**src/rtl/uart_tx_scheduler_pkg.sv**
```systemverilog
// Shared types and sizing helpers for the UART TX scheduler.
// The state encoding is exposed on the debug port, so keep it stable.
package uart_sched_pkg;

    typedef enum logic [2:0] {
        ST_IDLE   = 3'd0,
        ST_ARB    = 3'd1,
        ST_LAUNCH = 3'd2,
        ST_START  = 3'd3,
        ST_WAIT   = 3'd4,
        ST_GAP    = 3'd5
    } sched_state_e;

    localparam int DEFAULT_NUM_REQ        = 4;
    localparam int DEFAULT_GAP_CYCLES     = 16;
    localparam int DEFAULT_TIMEOUT_CYCLES = 200000;

    // Bits needed to hold any value in 0..max_val (never less than 1).
    function automatic int cnt_width(input int max_val);
        return (max_val <= 1) ? 1 : $clog2(max_val + 1);
    endfunction

    localparam int RR_PTR_W  = cnt_width(DEFAULT_NUM_REQ - 1);
    localparam int GAP_CNT_W = cnt_width(DEFAULT_GAP_CYCLES);
    localparam int WDOG_W    = cnt_width(DEFAULT_TIMEOUT_CYCLES);

endpackage

```
**src/rtl/uart_tx_scheduler_if.sv**
```systemverilog
// Requester-fabric and UART-TX handshake bundle seen by the scheduler.
// Handshake: a requester byte transfers in any cycle where req_valid[i] and
// req_ready[i] are both high; req_valid/data/last must hold until then.
interface uart_tx_scheduler_if #(
    parameter int NUM_REQ    = 4,
    parameter int DATA_WIDTH = 8
);
    logic [NUM_REQ-1:0]            req_valid;
    logic [NUM_REQ*DATA_WIDTH-1:0] req_data;
    logic [NUM_REQ-1:0]            req_last;
    logic [NUM_REQ-1:0]            req_ready;
    logic [NUM_REQ-1:0]            grant;
    logic                          tx_start;
    logic [DATA_WIDTH-1:0]         tx_data;
    logic                          tx_busy;
    logic                          tx_done;
    logic                          tx_rst;

    modport master (
        input  req_valid, req_data, req_last, tx_busy, tx_done,
        output req_ready, grant, tx_start, tx_data, tx_rst
    );

    modport slave (
        output req_valid, req_data, req_last, tx_busy, tx_done,
        input  req_ready, grant, tx_start, tx_data, tx_rst
    );
endinterface

```
**src/rtl/uart_tx_scheduler_rr_arbiter.sv**
```systemverilog
// Combinational round-robin pick: first set request at or above rr_ptr,
// otherwise the lowest set request (wrap-around).
module rr_arbiter #(
    parameter int NUM_REQ = 4,
    parameter int PTR_W   = 2
) (
    input  logic [NUM_REQ-1:0] req,
    input  logic [PTR_W-1:0]   rr_ptr,
    output logic [NUM_REQ-1:0] winner
);
    logic [NUM_REQ-1:0] hi_pick;
    logic [NUM_REQ-1:0] lo_pick;
    logic               hi_found;
    logic               lo_found;

    always_comb begin
        hi_pick  = '0;
        lo_pick  = '0;
        hi_found = 1'b0;
        lo_found = 1'b0;
        for (int i = 0; i < NUM_REQ; i++) begin
            if (req[i] && !lo_found) begin
                lo_pick[i] = 1'b1;
                lo_found   = 1'b1;
            end
            if (req[i] && (i >= int'(rr_ptr)) && !hi_found) begin
                hi_pick[i] = 1'b1;
                hi_found   = 1'b1;
            end
        end
        winner = hi_found ? hi_pick : lo_pick;
    end
endmodule

```
**src/rtl/uart_tx_scheduler.sv**
```systemverilog
// Shares one UART transmitter between NUM_REQ requesters: burst-level
// round-robin, start/done handshake, inter-frame gap and a TX watchdog.
module uart_tx_scheduler
    import uart_sched_pkg::*;
#(
    parameter int NUM_REQ        = DEFAULT_NUM_REQ,
    parameter int DATA_WIDTH     = 8,
    parameter int BURST_MAX      = 4,
    parameter int GAP_CYCLES     = DEFAULT_GAP_CYCLES,
    parameter int TIMEOUT_CYCLES = DEFAULT_TIMEOUT_CYCLES
) (
    input  logic                   PCLK,
    input  logic                   PRESET,
    input  logic                   enable,
    input  logic                   err_clr,
    uart_tx_scheduler_if.master    bus,
    output logic                   timeout_err,
    output logic [15:0]            frames_sent,
    output sched_state_e           state_dbg
);
    localparam int PTR_W   = cnt_width(NUM_REQ - 1);
    localparam int BURST_W = cnt_width(BURST_MAX);
    localparam int GAP_W   = cnt_width(GAP_CYCLES);
    localparam int WD_W    = cnt_width(TIMEOUT_CYCLES);

    sched_state_e          state_q, state_d;
    logic [NUM_REQ-1:0]    grant_q, grant_d;
    logic [PTR_W-1:0]      rr_ptr_q, rr_ptr_d;
    logic [BURST_W-1:0]    burst_q, burst_d;
    logic [GAP_W-1:0]      gap_q, gap_d;
    logic [WD_W-1:0]       wdog_q, wdog_d;
    logic [DATA_WIDTH-1:0] tx_data_q, tx_data_d;
    logic                  last_q, last_d;
    logic                  tx_start_q, tx_start_d;
    logic                  tx_rst_q, tx_rst_d;
    logic                  err_q, err_d;
    logic [15:0]           frames_q, frames_d;

    logic [NUM_REQ-1:0]    arb_winner;
    logic [PTR_W-1:0]      g_idx;
    logic [PTR_W-1:0]      next_ptr;
    logic [DATA_WIDTH-1:0] sel_data;
    logic                  sel_valid;
    logic                  sel_last;
    logic                  gap_over;

    rr_arbiter #(.NUM_REQ(NUM_REQ), .PTR_W(PTR_W)) u_arb (
        .req    (bus.req_valid),
        .rr_ptr (rr_ptr_q),
        .winner (arb_winner)
    );

    // Decode of the current owner: index, successor pointer and its byte.
    always_comb begin
        g_idx    = '0;
        sel_data = '0;
        for (int i = 0; i < NUM_REQ; i++) begin
            if (grant_q[i]) begin
                g_idx    = PTR_W'(i);
                sel_data = bus.req_data[i*DATA_WIDTH +: DATA_WIDTH];
            end
        end
        next_ptr  = (g_idx == PTR_W'(NUM_REQ - 1)) ? '0 : g_idx + PTR_W'(1);
        sel_valid = |(bus.req_valid & grant_q);
        sel_last  = |(bus.req_last & grant_q);
        gap_over  = (GAP_CYCLES == 0) || (gap_q == GAP_W'(GAP_CYCLES - 1));
    end

    always_comb begin
        state_d    = state_q;
        grant_d    = grant_q;
        rr_ptr_d   = rr_ptr_q;
        burst_d    = burst_q;
        gap_d      = gap_q;
        wdog_d     = wdog_q;
        tx_data_d  = tx_data_q;
        last_d     = last_q;
        tx_start_d = 1'b0;
        tx_rst_d   = 1'b0;
        err_d      = err_clr ? 1'b0 : err_q;
        frames_d   = frames_q;

        case (state_q)
            ST_IDLE: begin
                if (enable) state_d = ST_ARB;
            end
            ST_ARB: begin
                if (!enable) begin
                    state_d = ST_IDLE;
                end else if (|arb_winner) begin
                    grant_d = arb_winner;
                    burst_d = '0;
                    state_d = ST_LAUNCH;
                end
            end
            ST_LAUNCH: begin
                if (!enable) begin
                    grant_d  = '0;
                    rr_ptr_d = next_ptr;
                    state_d  = ST_IDLE;
                end else if (sel_valid) begin
                    tx_data_d = sel_data;
                    last_d    = sel_last;
                    burst_d   = burst_q + BURST_W'(1);
                    wdog_d    = '0;
                    // Skip START when the transmitter is already free so
                    // tx_start lines up with tx_data on the next cycle.
                    if (!bus.tx_busy) begin
                        tx_start_d = 1'b1;
                        state_d    = ST_WAIT;
                    end else begin
                        state_d = ST_START;
                    end
                end else if (burst_q != '0) begin
                    grant_d  = '0;
                    rr_ptr_d = next_ptr;
                    state_d  = ST_ARB;
                end
            end
            ST_START: begin
                if (!bus.tx_busy) begin
                    tx_start_d = 1'b1;
                    wdog_d     = '0;
                    state_d    = ST_WAIT;
                end
            end
            ST_WAIT: begin
                wdog_d = wdog_q + WD_W'(1);
                if (bus.tx_done) begin
                    frames_d = frames_q + 16'd1;
                    gap_d    = '0;
                    state_d  = ST_GAP;
                end else if (wdog_q == WD_W'(TIMEOUT_CYCLES - 1)) begin
                    tx_rst_d = 1'b1;
                    err_d    = 1'b1;
                    grant_d  = '0;
                    rr_ptr_d = next_ptr;
                    gap_d    = '0;
                    state_d  = ST_GAP;
                end
            end
            ST_GAP: begin
                gap_d = gap_q + GAP_W'(1);
                if (gap_over) begin
                    // A zero grant here means the burst was aborted by the watchdog.
                    if ((grant_q != '0) && !last_q &&
                        (burst_q < BURST_W'(BURST_MAX)) && enable) begin
                        state_d = ST_LAUNCH;
                    end else begin
                        if (grant_q != '0) begin
                            grant_d  = '0;
                            rr_ptr_d = next_ptr;
                        end
                        state_d = enable ? ST_ARB : ST_IDLE;
                    end
                end
            end
            default: state_d = ST_IDLE;
        endcase
    end

    always_ff @(posedge PCLK) begin
        if (PRESET) begin
            state_q    <= ST_IDLE;
            grant_q    <= '0;
            rr_ptr_q   <= '0;
            burst_q    <= '0;
            gap_q      <= '0;
            wdog_q     <= '0;
            tx_data_q  <= '0;
            last_q     <= 1'b0;
            tx_start_q <= 1'b0;
            tx_rst_q   <= 1'b0;
            err_q      <= 1'b0;
            frames_q   <= '0;
        end else begin
            state_q    <= state_d;
            grant_q    <= grant_d;
            rr_ptr_q   <= rr_ptr_d;
            burst_q    <= burst_d;
            gap_q      <= gap_d;
            wdog_q     <= wdog_d;
            tx_data_q  <= tx_data_d;
            last_q     <= last_d;
            tx_start_q <= tx_start_d;
            tx_rst_q   <= tx_rst_d;
            err_q      <= err_d;
            frames_q   <= frames_d;
        end
    end

    assign bus.req_ready = (state_q == ST_LAUNCH && enable) ? grant_q : '0;
    assign bus.grant     = grant_q;
    assign bus.tx_start  = tx_start_q;
    assign bus.tx_data   = tx_data_q;
    assign bus.tx_rst    = tx_rst_q;
    assign timeout_err   = err_q;
    assign frames_sent   = frames_q;
    assign state_dbg     = state_q;
endmodule

```
**src/flat_wrapper.sv**
```systemverilog
// flat-port wrapper written by rule: the top's interface ports become plain ports
module uart_tx_scheduler_flat import uart_sched_pkg::*;
#(
    parameter int NUM_REQ        = DEFAULT_NUM_REQ,
    parameter int DATA_WIDTH     = 8,
    parameter int BURST_MAX      = 4,
    parameter int GAP_CYCLES     = DEFAULT_GAP_CYCLES,
    parameter int TIMEOUT_CYCLES = DEFAULT_TIMEOUT_CYCLES
)
  (PCLK, PRESET, enable, err_clr, timeout_err, frames_sent, state_dbg, bus_req_valid, bus_req_data, bus_req_last, bus_tx_busy, bus_tx_done, bus_req_ready, bus_grant, bus_tx_start, bus_tx_data, bus_tx_rst);
  uart_tx_scheduler_if #(.NUM_REQ(NUM_REQ), .DATA_WIDTH(DATA_WIDTH)) bus_i ();
  input  logic PCLK;
  input  logic PRESET;
  input  logic enable;
  input  logic err_clr;
  output logic timeout_err;
  output logic [15:0] frames_sent;
  output sched_state_e state_dbg;
  input wire logic [$bits(bus_i.req_valid)-1:0] bus_req_valid;
  input wire logic [$bits(bus_i.req_data)-1:0] bus_req_data;
  input wire logic [$bits(bus_i.req_last)-1:0] bus_req_last;
  input wire logic [$bits(bus_i.tx_busy)-1:0] bus_tx_busy;
  input wire logic [$bits(bus_i.tx_done)-1:0] bus_tx_done;
  output wire logic [$bits(bus_i.req_ready)-1:0] bus_req_ready;
  output wire logic [$bits(bus_i.grant)-1:0] bus_grant;
  output wire logic [$bits(bus_i.tx_start)-1:0] bus_tx_start;
  output wire logic [$bits(bus_i.tx_data)-1:0] bus_tx_data;
  output wire logic [$bits(bus_i.tx_rst)-1:0] bus_tx_rst;
  assign bus_i.req_valid = bus_req_valid;
  assign bus_i.req_data = bus_req_data;
  assign bus_i.req_last = bus_req_last;
  assign bus_i.tx_busy = bus_tx_busy;
  assign bus_i.tx_done = bus_tx_done;
  assign bus_req_ready = bus_i.req_ready;
  assign bus_grant = bus_i.grant;
  assign bus_tx_start = bus_i.tx_start;
  assign bus_tx_data = bus_i.tx_data;
  assign bus_tx_rst = bus_i.tx_rst;
  uart_tx_scheduler #(.NUM_REQ(NUM_REQ), .DATA_WIDTH(DATA_WIDTH), .BURST_MAX(BURST_MAX), .GAP_CYCLES(GAP_CYCLES), .TIMEOUT_CYCLES(TIMEOUT_CYCLES)) u_core (.PCLK(PCLK), .PRESET(PRESET), .enable(enable), .err_clr(err_clr), .bus(bus_i), .timeout_err(timeout_err), .frames_sent(frames_sent), .state_dbg(state_dbg));
endmodule
```
**config.mk**
```make
export PLATFORM = sky130hd
export DESIGN_NAME = uart_tx_scheduler_flat
export DESIGN_NICKNAME = d
export VERILOG_FILES = /design/src/rtl/uart_tx_scheduler_pkg.sv /design/src/rtl/uart_tx_scheduler_if.sv /design/src/rtl/uart_tx_scheduler_rr_arbiter.sv /design/src/rtl/uart_tx_scheduler.sv /design/src/flat_wrapper.sv
export SDC_FILE = /design/constraint.sdc
export NUM_CORES = 1
export LEC_CHECK = 0
export BUFFER_PORTS_ARGS = -buffer_cell sky130_fd_sc_hd__buf_2
export CAP_MARGIN = 20
export CORE_MARGIN = 2
export CORE_UTILIZATION = 39
export DETAILED_ROUTE_END_ITERATION = 16
export GPL_TIMING_DRIVEN = 0
export SYNTH_ARGS = -nofsm -noshare
export SYNTH_HDL_FRONTEND = slang
export SYNTH_SLANG_ARGS = --single-unit
export TNS_END_PERCENT = 5
```
**constraint.sdc**
```tcl
create_clock -name PCLK -period 6.45 [get_ports PCLK]
set_input_delay 1.29 -clock PCLK [delete_from_list [all_inputs] [get_ports PCLK]]
set_output_delay 1.29 -clock PCLK [all_outputs]
set_load 0.01 [all_outputs]
```
==> metrics.log <==
INFO  metric worstPathMaxFanout = 10
INFO  metric synth.most_common_cell = dfxtp_1
INFO  metric detail_route.first_pass.iterations = 4
INFO  metric syn-instance-count = 413
INFO  metric rsz0062_at_grt = false
INFO  metric accumulated_negative_setup_slack = 0 ns
INFO  metric synth.avg_cell_area = around 8 µm²
INFO  metric detailedPlace.worstSlack = 3.099 ns
INFO  metric critical_path.startpoint = enable
INFO  metric syn-num-nets = 465
INFO  metric utilization = roughly half
INFO  metric detail_route.drc_violations = 0
INFO  metric synth_ff_type = dfxtp_1
INFO  metric ys_types = between 50 and 60
INFO  metric max_freq = roughly 300 MHz
INFO  metric gp_congestion = ~0.94
INFO  metric post_synth_main_area_contributors = dfxtp_1, a21oi_1, nor2_1
INFO  metric critPathCaptureType = primary output
INFO  metric worstHoldStart = u_core.gap_q[0]$_SDFFE_PP0P_
INFO  metric synth.ff_latch_count = 63
INFO  metric clock_skew_after_layout = around 0.012 ns
INFO  metric detailedRoute.firstIterationViolations = about 180
INFO  metric drive_above_1_share = roughly 23%
INFO  metric wire_per_inst = between 15 and 20 µm
INFO  metric dr_total_vias = 3418
INFO  metric die_h = about 97 µm
INFO  metric cts_tree = yes
INFO  metric synth_edf_count = 0
INFO  metric seq_area = roughly 1300 µm²
INFO  metric grt_start_max_net_pins = 13
INFO  metric fin_worst_hold_slack = ~0.49 ns
INFO  metric max_cap_viol_count = 0
INFO  metric post-cts-setup-buffers = 0
INFO  metric num_antenna_cells = 0
INFO  metric tightest_slew = 0.7180 ns
INFO  metric detail_route.vias_per_cell = 5.540
INFO  metric initial_cell_density_of_the_core = ~41%
INFO  metric grt.total_usage = approximately 20%
INFO  metric regToRegStartpoint = u_core.state_dbg[0]$_SDFFE_PP0P_
INFO  metric crit_top_cell = buf_2
INFO  metric grt.met3_usage = between 5 and 6%
INFO  metric final.period_utilization = between 50% and 60%
INFO  metric grt_most_used_layer = met2
INFO  metric top_level_ports = 84
INFO  metric area_growth = 22.10%
INFO  metric placementRows = 33
INFO  metric min_clock_period_post_route = between 3 and 4 ns
INFO  metric clockBufferDepth = 2
INFO  metric slew_headroom = a little over half
INFO  metric globalRouteMet1Util = around 27%
INFO  metric dp.cells = ~600
INFO  metric grt_first_pass_wirelength = roughly 16000 µm
INFO  metric outcome = completed
INFO  metric cts_made_buffers = 9
INFO  metric timing.final.setup_violations = 0
INFO  metric fp.coreArea = between 8000 and 9000 µm²
INFO  metric finalHoldViolCount = 0
INFO  metric cp.arrival = between 2 and 2.5 ns
INFO  metric min-delay-path-class = flop to flop
INFO  metric final_critical_path_setup_slack = slightly above 3 ns
INFO  metric crit_path_cell_trace = buf_2, clkbuf_1, and3_1, buf_2
INFO  metric synth_largest_area_cell = dfxtp_1
INFO  metric critPathKind = input port to primary output
INFO  metric hold_buffer_count_at_cts = 0
INFO  metric cts.root.buffer_cell = clkbuf_8
INFO  metric overflow = 0
INFO  metric detail_route.wirelength = between 9000 and 10000 µm
INFO  metric drv_slew = 0
INFO  metric tritoncts_sink_count = 63
INFO  metric synth_commonest_cells = dfxtp_1, nor2_1, a21oi_1, nand2_1, o21ai_0
INFO  metric dieWidth = between 90 and 100 µm
INFO  metric synth.cell_area = 3368 µm²
INFO  metric design.die.area = around 9400 µm²
INFO  metric yosysTopAreaCellShare = 37.44%
INFO  metric cts.reportedPaths.clkPinSlew = 0.07 ns
INFO  metric clock_insertion_delay_worst_skew = ~0.35 ns
INFO  metric synth-async-reset-ratio = 0%
INFO  metric place_hpwl = a little under 7000 µm
INFO  metric leakagePower = 1.707 nW
INFO  metric num-nets-final = about 560
INFO  metric startpoint_type = input port
INFO  metric cts_repair_resize_count = 0
INFO  metric clock_tree.htree_level_count = 3
INFO  metric multiInputGateArea = 1974 µm²
INFO  metric ant_nets = 0
INFO  metric critical_path.max_stage_delay = between 0.3 and 0.4 ns
INFO  metric cellPowerDensity = around 210 nW/µm²
INFO  metric final_cell_count_no_fill = between 600 and 700
INFO  metric synth_warnings = 0
INFO  metric fillers = between 800 and 900
INFO  metric grt_pass1_vias = between 3000 and 4000
INFO  metric buffer_ports.inserted = 83
INFO  metric synth_sequential_area_ratio = between 30% and 40%
INFO  metric required = 5.16 ns
INFO  metric grt_util_met2 = between 30% and 40%
INFO  metric ir_worst_vdd = slightly below 90 µV
INFO  metric crit_path_top_delay_cell = clkbuf_1
INFO  metric antenna_violations_before_repair = 0
==> area by class of cell <==
cell class,count,share of cell area (%)
Multi-Input combinational cell,316,48.01
Sequential cell,63,30.67
Timing Repair Buffer,83,10.10
Tap cell,105,3.194
Clock buffer,9,3.012
Buffer,21,2.038
Clock inverter,7,1.795
Inverter,13,1.186
==> state kept, by name, indices dropped and copies added, names as in the netlist <==
signal / flops
u_core.bus.tx_start: 1
u_core.bus.tx_rst: 1
u_core.gap_q: 5
u_core.wdog_q: 18
u_core.rr_ptr_q: 2
u_core.frames_sent: 16
u_core.burst_q: 3
u_core.timeout_err: 1
u_core.last_q: 1
u_core.state_dbg: 3
u_core.bus.grant: 4
u_core.bus.tx_data: 8
==> where the power goes <==
group	total, W	switching [W]	internal [W]	leakage (nW)
Clock	0.000348	0.000169	0.000179	0.0992
Combinational	0.000126	0.0000749	0.0000514	1.10
Sequential	0.000405	0.0000110	0.000394	0.508
==> worst max-delay path: cells and delay by family <==
family | cells | cell delay [ns]
buffers and inverters | 3 | 0.54
AND/OR/NAND/NOR | 1 | 0.22
==> worst paths after layout <==
kind              slack [ns]                                to  cells past startpoint
setup / recovery        3.10                  bus_req_ready[3]                      4
hold / removal          0.49      u_core.gap_q[0]$_SDFFE_PP0P_                      1
setup reg to reg        4.16  u_core.state_dbg[1]$_SDFFE_PP0P_                      6
hold reg to reg         0.49      u_core.gap_q[0]$_SDFFE_PP0P_                      1
==> metrics by stage <==
step | area [µm²] | total power [W]
finish | 4113 | 0.0008793
floorplan | 3368 | 0.0004915
global route | 4113 | 0.0009193
CTS | 4113 | 0.0008875
global placement | 3915 | 0.0005385
detailed placement | 3915 | 0.0005400
==> layer usage <==
metal | part of all wire, % | up-vias
met2 | 46 | 101
met5 | 0 | -
met4 | 0.93 | 0
li1 | - | 1718
met3 | 6.0 | 7
met1 | 47 | 1592
==> cell families (layout without fill, tap and decap cells) <==
| kind of cell | after synthesis | after routing | share of synthesized area, % |
|---|---|---|---|
| buffers and inverters | 34 | 133 | 3.937 |
| and+or+nand+nor | 170 | 170 | 26.37 |
| AOI/OAI and AO/OA | 114 | 114 | 22.88 |
| xor gates and xnor gates | 18 | 18 | 4.680 |
| adders and majority gates | 6 | 6 | 2.229 |
| DFF | 63 | 63 | 37.44 |
| muxes | 8 | 8 | 2.452 |
==> placed cells by master, fill, tap and decap left out, drive strengths merged, types with 6 or more instances in the layout <==
| cell type | netlist | layout |
|---|---|---|
| nand3 | 14 | 14 |
| buf | 5 | 88 |
| nand4 | 8 | 8 |
| nand2b | 7 | 7 |
| nand2 | 23 | 23 |
| inv | 12 | 12 |
| xor2 | 14 | 14 |
| clkinv | 1 | 6 |
| clkbuf | 16 | 25 |
| and3 | 13 | 13 |
| a21oi | 40 | 40 |
| or3 | 12 | 12 |
| o22ai | 6 | 6 |
| ha | 6 | 6 |
| a221oi | 8 | 8 |
| nor3 | 16 | 16 |
| nor2 | 51 | 51 |
| mux2i | 6 | 6 |
| o21ai | 22 | 22 |
| dfxtp | 63 | 63 |
No activity file was read; power rests on OpenSTA's default activity.
